`config.mk`:
```
export PLATFORM = sky130hd
export DESIGN_NAME = c3lib_sync_filt_edge_det
export DESIGN_NICKNAME = d
export VERILOG_FILES = /design/src/rtl/c3lib_sync_filt_edge_det.sv
export SDC_FILE = /design/constraint.sdc
export NUM_CORES = 1
export LEC_CHECK = 0
export ABC_AREA = 1
export BUFFER_PORTS_ARGS = -buffer_cell sky130_fd_sc_hd__buf_2
export CORE_MARGIN = 8
export CORE_UTILIZATION = 55
export DETAILED_ROUTE_END_ITERATION = 8
export GPL_ROUTABILITY_DRIVEN = 0
export GPL_TIMING_DRIVEN = 0
export PLACE_DENSITY = 0.8
export RECOVER_POWER = 25
export SLEW_MARGIN = 20
export SYNTH_ARGS = -nofsm -noshare
export SYNTH_HDL_FRONTEND = slang
export SYNTH_SLANG_ARGS = --single-unit
```
`constraint.sdc`:
```
create_clock -name clk -period 3.1 [get_ports clk]
set_input_delay 0.62 -clock clk [delete_from_list [all_inputs] [get_ports clk]]
set_output_delay 0.62 -clock clk [all_outputs]
set_load 0.01 [all_outputs]
```
`src/rtl/c3lib_sync_filt_edge_det.sv`:
```
`default_nettype none
// +--------------------------------------------------------------------------+
// | c3lib_sync_filt_edge_det                                                 |
// | Glitch filter, edge pulse generator and saturating transition counter    |
// | for an already-synchronized level.                                       |
// | Revision: 1.0                                                            |
// +--------------------------------------------------------------------------+
module c3lib_sync_filt_edge_det #(
  parameter int unsigned FILTER_CYCLES = 4,
  parameter int unsigned CNT_WIDTH     = 8,
  parameter bit          RESET_VAL     = 1'b0
) (
  input  logic                 clk,
  input  logic                 rst_n,
  input  logic                 data_in,
  input  logic                 cnt_clr,
  output logic                 data_out,
  output logic                 rise_pls,
  output logic                 fall_pls,
  output logic                 filt_busy,
  output logic [CNT_WIDTH-1:0] edge_cnt
);

  localparam int unsigned          C_QW       = $clog2(FILTER_CYCLES + 1);
  localparam logic [C_QW-1:0]      C_QLAST    = C_QW'(FILTER_CYCLES - 1);
  localparam logic [C_QW-1:0]      C_QONE     = C_QW'(1);
  localparam bit                   C_NO_FILT  = (FILTER_CYCLES == 1);
  localparam logic [CNT_WIDTH-1:0] C_CNT_MAX  = '1;
  localparam logic [CNT_WIDTH-1:0] C_CNT_ONE  = CNT_WIDTH'(1);

  typedef enum logic [0:0] {
    S_IDLE  = 1'b0,
    S_CHECK = 1'b1
  } state_t;

  state_t                 state_q, state_d;
  logic [C_QW-1:0]        qcnt_q, qcnt_d;
  logic                   data_q, data_d;
  logic                   rise_q, rise_d;
  logic                   fall_q, fall_d;
  logic [CNT_WIDTH-1:0]   cnt_q, cnt_d;
  logic                   w_diff;
  logic                   w_toggle;

  assign w_diff = (data_in != data_q);

  always_comb begin
    state_d  = state_q;
    qcnt_d   = qcnt_q;
    w_toggle = 1'b0;
    case (state_q)
      S_IDLE: begin
        if (!w_diff) begin
          qcnt_d = '0;
        end else if (C_NO_FILT) begin
          w_toggle = 1'b1;
          qcnt_d   = '0;
        end else begin
          qcnt_d  = C_QONE;
          state_d = S_CHECK;
        end
      end
      S_CHECK: begin
        if (!w_diff) begin
          // Input fell back before qualifying: treat as a glitch.
          qcnt_d  = '0;
          state_d = S_IDLE;
        end else if (qcnt_q == C_QLAST) begin
          w_toggle = 1'b1;
          qcnt_d   = '0;
          state_d  = S_IDLE;
        end else begin
          qcnt_d = qcnt_q + C_QONE;
        end
      end
      default: begin
        qcnt_d  = '0;
        state_d = S_IDLE;
      end
    endcase
  end

  always_comb begin
    data_d = w_toggle ? ~data_q : data_q;
    rise_d = w_toggle & ~data_q;
    fall_d = w_toggle &  data_q;
    cnt_d  = cnt_q;
    if (w_toggle) begin
      // A clear coinciding with a transition still counts that transition.
      if (cnt_clr) begin
        cnt_d = C_CNT_ONE;
      end else if (cnt_q != C_CNT_MAX) begin
        cnt_d = cnt_q + C_CNT_ONE;
      end
    end else if (cnt_clr) begin
      cnt_d = '0;
    end
  end

  always_ff @(posedge clk) begin
    if (!rst_n) begin
      state_q <= S_IDLE;
      qcnt_q  <= '0;
      data_q  <= RESET_VAL;
      rise_q  <= 1'b0;
      fall_q  <= 1'b0;
      cnt_q   <= '0;
    end else begin
      state_q <= state_d;
      qcnt_q  <= qcnt_d;
      data_q  <= data_d;
      rise_q  <= rise_d;
      fall_q  <= fall_d;
      cnt_q   <= cnt_d;
    end
  end

  assign data_out  = data_q;
  assign rise_pls  = rise_q;
  assign fall_pls  = fall_q;
  assign filt_busy = (state_q == S_CHECK);
  assign edge_cnt  = cnt_q;

endmodule
`default_nettype wire

```
==> run summary <==
Drt drc -> 0
Crit-path cells -> ha_1 -> ha_1 -> nand2_1 -> nand3b_1 -> nand2_2 -> nand2_2 -> nand2_1 -> a21oi_1
Largest net degree at the start of global routing -> 11
Min-delay src -> qcnt_q[0]$_SDFF_PN0_
Yosys cell types -> 19
Cell area after synthesis -> 779 µm²
PortBufs -> 15
CP max stage cell -> dfxtp_1
Die area -> 0.00288 mm²
P_int -> 0.251 mW
Comb pwr share -> 6.0%
First-pass GRT wire length -> 2.71 mm
Final HPWL DP -> 1.22 mm
Grt ovf -> 0
Synth Area in XOR/XNOR -> 0%
Switch share -> 23.2%
Clock sink count -> 15
Setup Skew -> 0.00472 ns
Type of the worst min-delay path -> reg2reg
Max transition margin -> 83.1%
Maximum clock rate -> 642 MHz
Multi-input gate area in the final layout -> 424 µm²
Root Buffer -> clkbuf_4
Hold depth -> 1
# resized after CTS -> 0
Worst Path Buf+Inv -> 0
Syn_nets -> 115
Clock Path Buffers -> 2
Final ANT Viol Nets -> 0
Register area share after synthesis -> 38.5%
Wirelength per Cell -> 10.7 µm
R2R depth -> 8
Post-synth top area cell -> dfxtp_1
Critical Path Sink Type -> flip-flop
Worst path max stage delay -> 0.32 ns
Largest family of logic cells by synthesized area -> simple AND/OR/NAND/NOR gates
Io pins -> 16
Diode count -> 0
Vias per inst -> 5.23
Total leakage power -> 0.393 nW
Routed WL -> 1.53 mm
Clock period minus worst slack -> 1.56 ns
RR Endpoint -> edge_cnt[5]$_SDFFE_PN0P_
Clock share of power -> 34.0%
WHS Endpoint -> qcnt_q[0]$_SDFF_PN0_
CP Data Arrival Time -> 1.78 ns
Setup tns final -> 0 ns
Top Family by Delay on Critical Path -> simple AND/OR/NAND/NOR gates
Core area -> 0.00132 mm²
Nets -> 135
Worst Path Max Fanout -> 4
Required time of the worst setup path -> 3.32 ns
Switching pwr -> 0.0760 mW
Post-CTS Hold Fix Bufs -> 0
Post-synthesis cell count -> 108
GRT Resource Usage Total -> 12.3%
Dominant cells by area after synthesis -> dfxtp_1 39%, nand2_1 14%, a21oi_1 5.8%, inv_1 5.3%, ha_1 4.8%
CTS tree -> done
Synth top area share -> 38.5%
H-Tree Depth -> 1
Cts bufs inserted -> 3
FF-to-FF Start -> qcnt_q[0]$_SDFF_PN0_
Warnings from Yosys -> 0
Final hold vios -> 0
Vias in the first global route -> 683
Reg clk slew, reported paths -> 0.09 ns
Fillers -> 125
Die Span Y -> 53.6 µm
Syn avg cell area -> 7.22 µm²
Die Span X -> 53.6 µm
Initial Util -> 59.2%
Reg2reg setup slack -> 1.54 ns
Seq cells post-synth -> 15
Status -> completed
Compound-gate portion of the synthesized area -> 9.31%
Drt pass-1 iters -> 4
Setup violators final -> 0
Leading cell type in the layout, fill and taps excluded -> nand2_1
Area grow syn2layout -> 14.9%
Worst VDD drop -> 248 µV
DP Worst Slack -> 1.60 ns
Sequential power share -> 60.0%
Final period util -> 50.2%
Most frequent cells in the layout -> 30 x nand2_1, 15 x dfxtp_1, 14 x buf_2, 11 x inv_1, 10 x nor2_1
Vias post-DR -> 742
MaxCap Viol Count -> 0
Critical Path Start Type -> flip-flop
Adder-cell share of the synthesized area -> 4.82%
WP depth -> 8
Final WS setup -> 1.54 ns
Slew @ Worst Pin -> 0.252 ns
Ratio of cells with drive above 1 in the final layout -> 25.2%
Initial antenna violation count -> 0
Pwr dens -> 365 mW/mm²
RSZ-0062 raised after global routing -> false
Worst-Skew Late Latency -> 0.28 ns
Row count -> 13
Proportion of synthesized area in mux cells -> 0%
Post-synthesis simple-gate area fraction -> 40.6%
Initial DRC count -> 24
Storage element area -> 300 µm²
Postcts setup bufs -> 0
Fin. max-slew vios -> 0
Critical path class -> reg2reg
## cell usage after synthesis, drive strengths merged
cell type and count:
nand2 38, dfxtp 15, nor2 15, inv 13
a21oi 9, o21ai 4, ha 3, nand3 3
nand4 3, nand3b 2, clkinv 1, nor3 1
o21bai 1
## state kept, by name, summed over array words and instances, names as in the netlist
name	flops
qcnt_q	3
filt_busy	1
edge_cnt	8
rise_pls	1
data_out	1
fall_pls	1
## worst register-to-register path: cells and delay by family (launching register included)
family	cells	cell delay, ns
AO/OA/AOI/OAI	1	0.13
adder cells (fa/ha/maj)	2	0.38
flip-flops	1	0.32
AND/OR/NAND/NOR	5	0.67
## layer usage
metal  part of all wire [%]  vias up  track usage, %
met1                     45      335            13.7
met4                    2.2        0            6.30
met5                      0        -               0
met3                    5.6        5            3.58
li1                       -      381               -
met2                     47       21            20.9
## power groups by stage
stage | Combinational (mW) | Sequential [mW] | Clock [mW]
3_3_place_gp | 0.0192 | 0.201 | 0
3_5_place_dp | 0.0198 | 0.201 | 0
2_1_floorplan | 0.0128 | 0.202 | 0
6_report | 0.0195 | 0.197 | 0.111
5_1_grt | 0.0221 | 0.197 | 0.125
4_1_cts | 0.0200 | 0.197 | 0.115
## through the flow
step | instance area, µm² | hold WS [ns] | total power [mW] | util (%) | instances
floorplan | 779 | 0.431 | 0.214 | - | 108
global placement | 873 | 0.451 | 0.220 | 66.3 | 138
detailed placement | 873 | 0.453 | 0.221 | 66.3 | 138
CTS | 900 | 0.469 | 0.331 | 68.3 | 142
global route | 896 | 0.482 | 0.343 | 68.0 | 142
finish | 896 | 0.467 | 0.327 | 68.0 | 142
## area by class of cell
type                            instances  share of cell area, %
Inverter                               14                   5.87
Multi-Input combinational cell         79                   47.3
Tap cell                               15                   2.09
Timing Repair Buffer                   15                   8.24
Sequential cell                        15                   33.5
Clock buffer                            4                   2.93
## worst max path at each step
stage / startpoint / to
after floorplan: qcnt_q[0]$_SDFF_PN0_ / edge_cnt[5]$_SDFFE_PN0P_
after global placement: data_in / edge_cnt[5]$_SDFFE_PN0P_
after detailed placement: data_in / edge_cnt[5]$_SDFFE_PN0P_
after CTS: qcnt_q[0]$_SDFF_PN0_ / edge_cnt[5]$_SDFFE_PN0P_
after global routing: qcnt_q[0]$_SDFF_PN0_ / edge_cnt[7]$_SDFFE_PN0P_
final: qcnt_q[0]$_SDFF_PN0_ / edge_cnt[5]$_SDFFE_PN0P_
## cell families (layout without fill, tap and decap cells)
logic type,Yosys count,count (layout)
buffers and inverters,14,33
adder cells (fa/ha/maj),3,3
AND/OR/NAND/NOR,62,62
AO/OA/AOI/OAI,14,14
flip-flops,15,15
Note: power is estimated with default switching activity, not from simulation.
